**config.mk**
```make
export PLATFORM = sky130hd
export DESIGN_NAME = mod_counter_p_flat
export DESIGN_NICKNAME = d
export VERILOG_FILES = /design/src/rtl/mod_counter_p_pkg.sv /design/src/rtl/mod_counter_p_if.sv /design/src/rtl/mod_counter_p_prescaler_tick.sv /design/src/rtl/mod_counter_p.sv /design/src/flat_wrapper.sv
export SDC_FILE = /design/constraint.sdc
export NUM_CORES = 1
export LEC_CHECK = 0
export CORE_AREA = 2 2 39 41
export CTS_CLUSTER_DIAMETER = 80
export DETAILED_ROUTE_END_ITERATION = 7
export DIE_AREA = 0 0 41 43
export GPL_TIMING_DRIVEN = 0
export MAX_ROUTING_LAYER = met4
export PLACE_DENSITY = 0.58
export SKIP_CTS_REPAIR_TIMING = 1
export SYNTH_ARGS = -nofsm -noshare
export SYNTH_HDL_FRONTEND = slang
export SYNTH_SLANG_ARGS = --single-unit
```
**constraint.sdc**
```tcl
create_clock -name clk -period 4.86 [get_ports clk]
set_clock_uncertainty 0.15 [all_clocks]
set_input_delay 0.486 -clock clk [delete_from_list [all_inputs] [get_ports clk]]
set_output_delay 0.486 -clock clk [all_outputs]
set_load 0.05 [all_outputs]
```
**src/rtl/mod_counter_p_pkg.sv**
```systemverilog
// Shared constants and helpers for the modulo counter family.
package counter_pkg;

    localparam logic DIR_UP   = 1'b1;
    localparam logic DIR_DOWN = 1'b0;

    localparam int MODE_WRAP = 0;
    localparam int MODE_SAT  = 1;

    // Bits needed to hold values 0..v-1; returns 0 for v <= 1.
    function automatic int unsigned clog2(input int unsigned v);
        int unsigned r;
        r = 0;
        for (int unsigned i = 0; i < 32; i++) begin
            if (v > 0 && ((v - 1) >> i) != 0) r = i + 1;
        end
        return r;
    endfunction

endpackage

```
**src/rtl/mod_counter_p_if.sv**
```systemverilog
// Control/status bundle between a counter stage and whatever drives it.
interface mod_counter_p_if #(
    parameter int WIDTH = 4
);
    logic             en;
    logic             up;
    logic             clr;
    logic             load;
    logic [WIDTH-1:0] load_val;
    logic [WIDTH-1:0] q;
    logic             tc;
    logic             wrapped;

    modport master (output en, up, clr, load, load_val, input q, tc, wrapped);
    modport slave  (input en, up, clr, load, load_val, output q, tc, wrapped);
endinterface

```
**src/rtl/mod_counter_p_prescaler_tick.sv**
```systemverilog
// Enable-gated prescaler: tick fires on every PRESCALE-th enabled cycle.
module prescaler_tick
    import counter_pkg::*;
#(
    parameter int PRESCALE = 1
) (
    input  logic clk,
    input  logic rst,
    input  logic en,
    input  logic sync_clr,
    output logic tick
);
    localparam int PW = (clog2(PRESCALE) < 1) ? 1 : int'(clog2(PRESCALE));
    localparam logic [PW-1:0] LAST = PW'(PRESCALE - 1);

    logic [PW-1:0] cnt;

    assign tick = en && (cnt == LAST);

    always_ff @(posedge clk) begin
        if (rst || sync_clr) begin
            cnt <= '0;
        end else if (en) begin
            cnt <= tick ? '0 : cnt + PW'(1);
        end
    end
endmodule

```
**src/rtl/mod_counter_p.sv**
```systemverilog
// Parametrised up/down modulo counter with prescaler, wrap/saturate and cascadable tc.
module mod_counter_p
    import counter_pkg::*;
#(
    parameter int     WIDTH    = 4,
    parameter longint MODULUS  = 12,
    parameter int     PRESCALE = 1,
    parameter int     SATURATE = MODE_WRAP
) (
    input  logic           clk,
    input  logic           rst,
    mod_counter_p_if.slave bus
);
    localparam logic [WIDTH-1:0] MAX_Q   = WIDTH'(MODULUS - 1);
    localparam logic [WIDTH:0]   MOD_EXT = (WIDTH + 1)'(MODULUS);
    localparam bit               SAT     = (SATURATE == MODE_SAT);

    if (WIDTH < 1 || WIDTH > 32) begin : g_bad_width
        $error("mod_counter_p: WIDTH must be 1..32");
    end
    if (MODULUS < 2 || MODULUS > (64'sd1 <<< WIDTH)) begin : g_bad_modulus
        $error("mod_counter_p: MODULUS must be 2..2**WIDTH");
    end
    if (PRESCALE < 1 || PRESCALE > 65535) begin : g_bad_prescale
        $error("mod_counter_p: PRESCALE must be 1..65535");
    end
    if (SATURATE != MODE_WRAP && SATURATE != MODE_SAT) begin : g_bad_mode
        $error("mod_counter_p: SATURATE must be 0 or 1");
    end

    logic [WIDTH-1:0] q_r;
    logic             wr_r;
    logic             tick;
    logic             at_bound;

    prescaler_tick #(.PRESCALE(PRESCALE)) u_pre (
        .clk      (clk),
        .rst      (rst),
        .en       (bus.en),
        .sync_clr (bus.clr | bus.load),
        .tick     (tick)
    );

    assign at_bound = (bus.up == DIR_UP) ? (q_r == MAX_Q) : (q_r == '0);

    always_ff @(posedge clk) begin
        if (rst || bus.clr) begin
            q_r  <= '0;
            wr_r <= 1'b0;
        end else if (bus.load) begin
            q_r <= ({1'b0, bus.load_val} >= MOD_EXT) ? MAX_Q : bus.load_val;
        end else if (tick) begin
            if (at_bound) begin
                wr_r <= 1'b1;
                if (!SAT) q_r <= (bus.up == DIR_UP) ? '0 : MAX_Q;
            end else begin
                q_r <= (bus.up == DIR_UP) ? q_r + WIDTH'(1) : q_r - WIDTH'(1);
            end
        end
    end

    assign bus.q       = q_r;
    assign bus.wrapped = wr_r;
    // Combinational so a downstream stage enabled by tc steps on the same edge.
    assign bus.tc      = tick & at_bound & ~bus.load & ~bus.clr & ~rst;
endmodule
```
**src/flat_wrapper.sv**
```systemverilog
// flat-port wrapper written by rule: the top's interface ports become plain ports
module mod_counter_p_flat import counter_pkg::*;
#(
    parameter int     WIDTH    = 4,
    parameter longint MODULUS  = 12,
    parameter int     PRESCALE = 1,
    parameter int     SATURATE = MODE_WRAP
)
  (clk, rst, bus_en, bus_up, bus_clr, bus_load, bus_load_val, bus_q, bus_tc, bus_wrapped);
  mod_counter_p_if #(.WIDTH(WIDTH)) bus_i ();
  input  logic clk;
  input  logic rst;
  input wire logic [$bits(bus_i.en)-1:0] bus_en;
  input wire logic [$bits(bus_i.up)-1:0] bus_up;
  input wire logic [$bits(bus_i.clr)-1:0] bus_clr;
  input wire logic [$bits(bus_i.load)-1:0] bus_load;
  input wire logic [$bits(bus_i.load_val)-1:0] bus_load_val;
  output wire logic [$bits(bus_i.q)-1:0] bus_q;
  output wire logic [$bits(bus_i.tc)-1:0] bus_tc;
  output wire logic [$bits(bus_i.wrapped)-1:0] bus_wrapped;
  assign bus_i.en = bus_en;
  assign bus_i.up = bus_up;
  assign bus_i.clr = bus_clr;
  assign bus_i.load = bus_load;
  assign bus_i.load_val = bus_load_val;
  assign bus_q = bus_i.q;
  assign bus_tc = bus_i.tc;
  assign bus_wrapped = bus_i.wrapped;
  mod_counter_p #(.WIDTH(WIDTH), .MODULUS(MODULUS), .PRESCALE(PRESCALE), .SATURATE(SATURATE)) u_core (.clk(clk), .rst(rst), .bus(bus_i));
endmodule
```
==> out/results.tsv <==
stage	metric	value	unit
run_status	status	complete, no violations	
sta	final worst-path cycle share	66.42	%
synthesis	Syn Inst Count	49	
final_layout	utilization after layout	44.94	%
power_and_ir_drop	logic gate share of total power	29.9	%
synthesis	YS warnings	0	
worst_setup_path	worst-path maximum fanout	5	
synthesis	Post-synth top flop	dfxtp_1	
hold_path	hold_sp	u_core.u_pre.cnt	
power_and_ir_drop	Leak	0.2342	nW
synthesis	flops & latches, synth	6	
die	initial core utilization	31.01	%
power_and_ir_drop	part of the power in registers	38.5	%
routing	ANT nets after route	0	
worst_setup_path	CP arrival	2590	ps
sta	total negative slack	0	ps
grt	first-pass GRT wire length	1766	um
clock_tree	htree depth	1	
final_layout	Area Overhead vs Synth	44.90	%
power_and_ir_drop	worst vdd ir	0.1232	mV
worst_setup_path	cell repeated most along the worst path	clkdlybuf4s50_1	
synthesis	Yosys cell types	28	
clock_tree	Num CTS Buffers	3	
worst_setup_path	critical path class	input port to output pin	
clock_tree	Reg clk slew, reported paths	40	ps
worst_setup_path	slowest CP cell	clkdlybuf4s50_1	
grt	GRT Overall Usage	15.38	%
routing	residual DRC count	0	
sta	Rel. slew slack	67.12	%
worst_setup_path	r2r setup slk	3110	ps
sta	RSZ-0062 raised after global routing	false	
synthesis	syn nets	62	
worst_setup_path	CP cell instances	clkdlybuf4s50_1, or4_4, a21oi_4, and3_1, clkdlybuf4s50_1	
power_and_ir_drop	clock group share of total power	31.6	%
die	I/O pin count	16	
clock_tree	worst-skew pair later-pin latency	240	ps
sta	Final Hold Fails	0	
synthesis	Synth Area per Inst	8.758	um2
worst_setup_path	CP bufs+invs	2	
die	die area	0.001763	mm2
worst_setup_path	worst r2r src	u_core.bus.q[2]	
routing	drt first pass iters	4	
synthesis	Synth top area share	27.99	%
routing	vias per cell	5.446	
die	core area	0.001384	mm2
sta	Max Clock Freq	0.3098	GHz
sta	crit path time final	3228	ps
routing	total wire length	948	um
die	die width	41	um
routing	initial DRC count	15	
hold_path	hold crit path type	register to register	
clock_tree	Clock Tree Buf Depth	2	
synthesis	largest area contributor in the netlist	dfxtp_1	
worst_setup_path	CP Capture Type	output pin	
final_layout	# diodes	0	
grt	largest net degree at the start of global routing	9	
sta	setup violators final	0	
synthesis	top cells by area, synth	dfxtp_1 (28%), ha_1 (5.8%), a21oi_1 (4.7%), fa_1 (4.7%), nor3_2 (4.7%)	
worst_setup_path	Required @ worst endpoint	4220	ps
worst_setup_path	cell family with most CP delay	buffers and inverters	
flow_run	max-cap violations	0	
placement	input/output buffers	15	
die	Die Y	43	um
routing	vias after detailed routing	452	
grt	initial antenna violation count	0	
grt	Remaining Overflow, GRT	0	
worst_setup_path	Critical Path Source Type	input port	
final_layout	layout cells sized above 1	11.94	%
clock_tree	clk sinks	6	
grt	vias in the first global route	428	
synthesis	Post-Syn Area	429.2	um2
placement	HPWL after detailed placement	754.4	um
clock_tree	CTS tree	yes	
final_layout	Final Non-Filler Cells	83	
power_and_ir_drop	Psw	0.04404	mW
final_layout	Nets	82	
worst_setup_path	CP peak stage delay	790	ps
sta	Max Transition Viols Final	0	
sta	worst slew pin tran	491.6	ps
synthesis	post-synthesis sequential area ratio	27.99	%
placement	RePlAce Congestion	0.7533	
worst_setup_path	CP startpoint	bus_up	
synthesis	ys async rst share	0	%
clock_tree	Root Driver	clkbuf_4	
synthesis	Post-synth EDFFs	0	
routing	Routed WL per cell	11.42	um
power_and_ir_drop	internal power	0.1003	mW
power_and_ir_drop	Sw Share	30.52	%
die	# rows	14	
power_and_ir_drop	power per cell area	232.0	mW/mm2
placement	placed cells	80	
sta	worst hold margin	325.7	ps
-- stage by stage --
stage	area, um2	power [mW]	setup slack, ps
4_1_cts	621.8	0.1447	1625
3_5_place_dp	599.3	0.09974	1635
2_1_floorplan	429.2	0.08264	2422
6_report	621.8	0.1443	1632
3_3_place_gp	599.3	0.09945	1631
5_1_grt	621.8	0.1550	1578
-- power groups by stage --
stage	clock network (mW)	logic (mW)	registers (mW)
6_report	0.0455	0.0432	0.0556
3_3_place_gp	0	0.0429	0.0565
5_1_grt	0.0506	0.0483	0.0561
3_5_place_dp	0	0.0431	0.0566
2_1_floorplan	0	0.0201	0.0625
4_1_cts	0.0455	0.0435	0.0557
-- layout by cell type (no fill, tap or decap), types with 2 or more instances in the layout --
cell type and count:
a21oi_1 4, and3_1 2, clkbuf_4 3, clkdlybuf4s50_1 15
dfxtp_1 6, ha_1 2, inv_1 2, nand2_1 3
nand3_1 3, nor2_1 3, nor3_2 2, o21ai_0 3
xnor2_1 2
-- worst paths after layout --
kind	cells after the start	end
worst max-delay path	5	bus_tc
worst min-delay path	1	u_core.u_pre.cnt
worst max register to register	6	u_core.bus.q[3]
worst min register to register	1	u_core.u_pre.cnt
-- layer usage --
metal / up-vias / global-route usage [%] / share of wire, %
met5: - / - / 0
met4: 0 / 12.00 / 3.5
met3: 4 / 3.141 / 6.5
met2: 18 / 20.63 / 46
met1: 206 / 19.16 / 44
li1: 224 / - / -
-- cell families after synthesis --
| logic type | synth area share (%) |
|---|---|
| adders and majority gates | 10.49 |
| xor gates and xnor gates | 6.124 |
| buffers and inverters | 1.750 |
| and+or+nand+nor | 30.32 |
| DFF | 27.99 |
| AOI/OAI and AO/OA | 23.33 |
-- flip-flops by register name, indices dropped and copies added (netlist names) --
name,cells
u_core.u_pre.cnt,1
u_core.bus.q,4
u_core.bus.wrapped,1
-- Yosys cell counts (2+ instances only) --
master	n
dfxtp_1	6
a21oi_1	4
nand2_1	3
nand3_1	3
nor2_1	3
o21ai_0	3
and3_1	2
ha_1	2
inv_1	2
nor3_2	2
xnor2_1	2
-- layout make-up --
| type | count | area (um2) |
|---|---|---|
| inverter | 2 | 7.507 |
| timing repair buffer | 15 | 150.1 |
| tap | 16 | 20.02 |
| sequential | 6 | 120.1 |
| multi-input combinational | 41 | 301.5 |
| fill | 139 | 762.0 |
| clock buffer | 3 | 22.52 |
Power figures use the tool's default switching activity.
